==> src/rtl/ycbcr_pkg.sv <==
// Shared constants, widths and sign-extension helpers for the BT.601
// full-range YCbCr-to-RGB pixel path.
package ycbcr_pkg;

  localparam int FRAC_BITS  = 8;
  localparam int COEF_R_CR  = 359;
  localparam int COEF_G_CB  = 88;
  localparam int COEF_G_CR  = 183;
  localparam int COEF_B_CB  = 454;
  localparam int CHROMA_OFS = 128;

  localparam int PIX_W = 8;
  localparam int C_W   = 9;
  localparam int P_W   = 18;
  localparam int S_W   = 19;

  // Widen a centred chroma sample to product width.
  function automatic logic signed [P_W-1:0] sext_c2p(input logic signed [C_W-1:0] v);
    return {{(P_W-C_W){v[C_W-1]}}, v};
  endfunction

  // Widen a product-width term to sum width.
  function automatic logic signed [S_W-1:0] sext_p2s(input logic signed [P_W-1:0] v);
    return {{(S_W-P_W){v[P_W-1]}}, v};
  endfunction

endpackage

==> src/rtl/ycbcr2rgb_pipe_sat_u8.sv <==
// Fixed-point sum to 8-bit pixel: arithmetic shift out the fraction, then
// clamp into 0..255.
module sat_u8
  import ycbcr_pkg::*;
#(
  parameter int FB = FRAC_BITS
) (
  input  logic signed [S_W-1:0]   sum_in,
  output logic        [PIX_W-1:0] pix_out
);

  logic signed [S_W-1:0] sh_s;

  assign sh_s = sum_in >>> FB;

  // Negative results floor at black, anything past 8 bits saturates at white.
  always_comb begin
    pix_out = {PIX_W{1'b0}};
    if (sh_s[S_W-1]) begin
      pix_out = {PIX_W{1'b0}};
    end else if (|sh_s[S_W-2:PIX_W]) begin
      pix_out = {PIX_W{1'b1}};
    end else begin
      pix_out = sh_s[PIX_W-1:0];
    end
  end

endmodule

==> src/rtl/ycbcr2rgb_pipe.sv <==
// Three-stage BT.601 full-range YCbCr-to-RGB converter with valid/ready on
// both sides; each stage advances when empty or when its successor can take it.
module ycbcr2rgb_pipe
  import ycbcr_pkg::*;
#(
  parameter int FRAC_BITS_P = FRAC_BITS,
  parameter int COEF_R_CR_P = COEF_R_CR,
  parameter int COEF_G_CB_P = COEF_G_CB,
  parameter int COEF_G_CR_P = COEF_G_CR,
  parameter int COEF_B_CB_P = COEF_B_CB
) (
  input  logic             clk,
  input  logic             rst_n,
  input  logic             in_valid,
  output logic             in_ready,
  input  logic [PIX_W-1:0] y_data,
  input  logic [PIX_W-1:0] cb_data,
  input  logic [PIX_W-1:0] cr_data,
  output logic             out_valid,
  input  logic             out_ready,
  output logic [PIX_W-1:0] r_data_out,
  output logic [PIX_W-1:0] g_data_out,
  output logic [PIX_W-1:0] b_data_out
);

  localparam logic signed [C_W-1:0] OFS_S  = C_W'(CHROMA_OFS);
  localparam logic signed [P_W-1:0] K_RCR  = P_W'(COEF_R_CR_P);
  localparam logic signed [P_W-1:0] K_GCB  = P_W'(COEF_G_CB_P);
  localparam logic signed [P_W-1:0] K_GCR  = P_W'(COEF_G_CR_P);
  localparam logic signed [P_W-1:0] K_BCB  = P_W'(COEF_B_CB_P);
  localparam logic signed [S_W-1:0] RND_S  = S_W'(1) <<< (FRAC_BITS_P - 1);

  logic                  v1_r, v2_r, v3_r;
  logic                  adv1_s, adv2_s, adv3_s;
  logic [PIX_W-1:0]      y1_r;
  logic signed [C_W-1:0] cb1_r, cr1_r;
  logic signed [P_W-1:0] y2_r, pr_r, pgb_r, pgr_r, pb_r;
  logic signed [S_W-1:0] sr_s, sg_s, sb_s;
  logic [PIX_W-1:0]      r_sat_s, g_sat_s, b_sat_s;
  logic [PIX_W-1:0]      r_r, g_r, b_r;

  // Ready chain runs backward from the output; in_ready is held low in reset.
  always_comb begin
    adv3_s   = !v3_r || out_ready;
    adv2_s   = !v2_r || adv3_s;
    adv1_s   = !v1_r || adv2_s;
    in_ready = rst_n && adv1_s;
  end

  // Stage valid flags; the only state with a reset besides the outputs.
  always_ff @(posedge clk) begin
    if (!rst_n) begin
      v1_r <= 1'b0;
      v2_r <= 1'b0;
      v3_r <= 1'b0;
    end else begin
      if (adv1_s) v1_r <= in_valid;
      if (adv2_s) v2_r <= v1_r;
      if (adv3_s) v3_r <= v2_r;
    end
  end

  // Stage 1: capture luma, remove the chroma offset.
  always_ff @(posedge clk) begin
    if (adv1_s && in_valid) begin
      y1_r  <= y_data;
      cb1_r <= $signed({1'b0, cb_data}) - OFS_S;
      cr1_r <= $signed({1'b0, cr_data}) - OFS_S;
    end
  end

  // Stage 2: coefficient products and luma aligned to the fixed-point scale.
  always_ff @(posedge clk) begin
    if (adv2_s && v1_r) begin
      y2_r  <= P_W'(y1_r) << FRAC_BITS_P;
      pr_r  <= K_RCR * sext_c2p(cr1_r);
      pgb_r <= K_GCB * sext_c2p(cb1_r);
      pgr_r <= K_GCR * sext_c2p(cr1_r);
      pb_r  <= K_BCB * sext_c2p(cb1_r);
    end
  end

  // Stage 3 sums carry the half-LSB rounding term before the shift.
  always_comb begin
    sr_s = sext_p2s(y2_r) + sext_p2s(pr_r) + RND_S;
    sg_s = sext_p2s(y2_r) - sext_p2s(pgb_r) - sext_p2s(pgr_r) + RND_S;
    sb_s = sext_p2s(y2_r) + sext_p2s(pb_r) + RND_S;
  end

  sat_u8 #(.FB(FRAC_BITS_P)) u_sat_r (.sum_in(sr_s), .pix_out(r_sat_s));
  sat_u8 #(.FB(FRAC_BITS_P)) u_sat_g (.sum_in(sg_s), .pix_out(g_sat_s));
  sat_u8 #(.FB(FRAC_BITS_P)) u_sat_b (.sum_in(sb_s), .pix_out(b_sat_s));

  // Output registers only change on a real stage-3 load, so they hold otherwise.
  always_ff @(posedge clk) begin
    if (!rst_n) begin
      r_r <= {PIX_W{1'b0}};
      g_r <= {PIX_W{1'b0}};
      b_r <= {PIX_W{1'b0}};
    end else if (adv3_s && v2_r) begin
      r_r <= r_sat_s;
      g_r <= g_sat_s;
      b_r <= b_sat_s;
    end
  end

  assign out_valid  = v3_r;
  assign r_data_out = r_r;
  assign g_data_out = g_r;
  assign b_data_out = b_r;

endmodule

==> config.mk <==
export PLATFORM = sky130hd
export DESIGN_NAME = ycbcr2rgb_pipe
export DESIGN_NICKNAME = d
export VERILOG_FILES = /design/src/rtl/ycbcr_pkg.sv /design/src/rtl/ycbcr2rgb_pipe_sat_u8.sv /design/src/rtl/ycbcr2rgb_pipe.sv
export SDC_FILE = /design/constraint.sdc
export NUM_CORES = 1
export LEC_CHECK = 0
export BUFFER_PORTS_ARGS = -buffer_cell sky130_fd_sc_hd__buf_4
export CAP_MARGIN = 40
export CORE_MARGIN = 5
export CORE_UTILIZATION = 40
export DETAILED_ROUTE_END_ITERATION = 12
export PLACE_DENSITY_LB_ADDON = 0.08
export SKIP_CTS_REPAIR_TIMING = 1
export SYNTH_ARGS = -nofsm -noshare
export SYNTH_HDL_FRONTEND = slang
export SYNTH_HIERARCHICAL = 1
export SYNTH_SLANG_ARGS = --single-unit
==> constraint.sdc <==
create_clock -name clk -period 15.4 [get_ports clk]
set_clock_uncertainty 0.2 [all_clocks]
set_input_delay 3.85 -clock clk [delete_from_list [all_inputs] [get_ports clk]]
set_output_delay 3.85 -clock clk [all_outputs]
set_load 0.005 [all_outputs]
==> impl_metrics.tcl <==
set metrics [dict create \
    status "completed" \
    numCtsBuffers 17 \
    final_nets 1439 \
    drt_iter0_drc 297 \
    place_area_mm2 0.0117 \
    hpwlAfterDp_um 17800 \
    syn_inst 1083 \
    hold-path-endpoint "y2_r[14]$_DFFE_PP_" \
    htreeDepth 4 \
    core_mm2 0.0269 \
    syn-num-nets 1379 \
    ys_warn_count 6 \
    cts_num_sinks 113 \
    startpoint_type "input pin" \
    ff2ff_setup_slack_ns 9.82 \
    dr_total_vias 7274 \
    final_common_cell "ha_1" \
    start_util_pct 40.5 \
    crit_type "in -> out" \
    grt_overflow 0 \
    layout_common_cells "ha_1, inv_1, edfxtp_1" \
    place_ws_ns 6.39 \
    fin_area_mm2 0.0123 \
    syn_area_mm2 0.0109 \
    hold_viol_final 0 \
    avgSynthCellArea_um2 10.1 \
    r2r-end "pgr_r[17]$_DFFE_PP_" \
    slew_violations 0 \
    fmax_ghz 0.111 \
    num_io_pins 54 \
    finalSetupTns_ns 0 \
    hold_class "reg -> reg" \
    wl_per_cell_um 14.8 \
    insertion_delay_ns 0.42 \
    ff2ff_path_depth 15 \
    worstHoldPathCells 0 \
    via_per_inst 4.86 \
    rows 60 \
    min-delay-start "y1_r[6]$_DFFE_PP_" \
    p_leak_nw 5.80 \
    timing.final.crit_period_ns 9.02 \
    setup_viol 0 \
    worstPathRequired_ns 11.35 \
    portBuffers 53 \
    gp_congestion 0.852 \
    worst_slew_pin_slew_ns 0.863 \
    ant_nets 0 \
    hold_slack_ns 0.218 \
    crit_fanout 7 \
    routed_wl_um 22200 \
    path_clk_slew_ns 0.06 \
    drv_cap 0 \
    worstPathArrival_ns 4.97 \
    grt_pass1_wl_um 38100 \
    rsz0062_at_grt "false" \
    die_h_um 175 \
    grt_antenna_before_repair 0 \
    die_w_um 175 \
    worst_slack_ns 6.38 \
    ir_drop_v 0.0000777 \
    fin_util_pct 45.8 \
    end_kind "output pin" \
    num_antenna_cells 0 \
    first_pass_iters 4 \
    min_period_over_period_pct 58.5 \
    die-area_mm2 0.0306 \
    grt_pass1_vias 7344 \
    reg2reg_from "cr1_r[7]$_DFFE_PP_" \
    cts-root-buf "clkbuf_16" \
    cts_tree "done" \
    drive_gt1_share_pct 11.4 \
    power_density_mw_per_mm2 186 \
    grt.total_usage_pct 15.4 \
    drcViolationCount 0 \
    max-slew-margin-rel_pct 42.3 \
    grt_max_degree 63 \
    synthToLayoutAreaGrowth_pct 12.9 \
    cts_buffer_depth 2 \
]
## flip-flops by register name, summed over array words and instances, names as in the netlist
name and cells:
b_data_out 8, cb1_r 8, cr1_r 8, g_data_out 8
out_valid 1, pb_r 14, pgb_r 11, pgr_r 14
pr_r 15, r_data_out 8, v1_r 1, v2_r 1
y1_r 8, y2_r 8
## per-layer routing
metal  vias to the layer above  part of all wire [%]  GRT usage, %
li1                       3799                     -             -
met1                      3333                    51          22.5
met2                       118                    43          23.3
met3                        24                   4.4          2.75
met4                         0                   1.7          4.35
met5                         -                     0             0
## through the flow
stage               total power [mW]  std cells
finish                          2.28       1497
global route                    2.53       1497
CTS                             2.32       1497
detailed placement              1.89       1465
global placement                1.88       1463
floorplan                       1.59       1083
## layout make-up
| class | count | area, um^2 |
|---|---|---|
| clock inverters | 13 | 164 |
| repair buffers | 61 | 465 |
| fillers | 2614 | 14600 |
| multi-input cells | 759 | 6980 |
| flip-flops and latches | 113 | 3120 |
| well taps | 341 | 427 |
| inverters | 191 | 717 |
| clock buffers | 19 | 433 |
## worst max path at each step
stage,start,endpoint,cells past startpoint,slack [ns]
CTS,out_ready,in_ready,5,6.39
finish,out_ready,in_ready,5,6.38
detailed placement,out_ready,in_ready,5,6.39
floorplan,out_ready,pb_r[10]$_DFFE_PP_,2,6.15
global placement,out_ready,in_ready,5,6.42
global route,out_ready,in_ready,5,6.26
## worst max-delay path, stage by stage
cell     delay, ns
buf_4         0.11
nor2b_1       0.53
nand3_1       0.16
and2_1        0.19
buf_4         0.13
## report_power, final
group	total (mW)	switching, mW	leakage, nW	internal [mW]
logic	1.41	0.794	4.49	0.612
clock network	0.408	0.154	0.277	0.255
registers	0.470	0.0309	1.04	0.439
(Power assumes the default switching activity.)
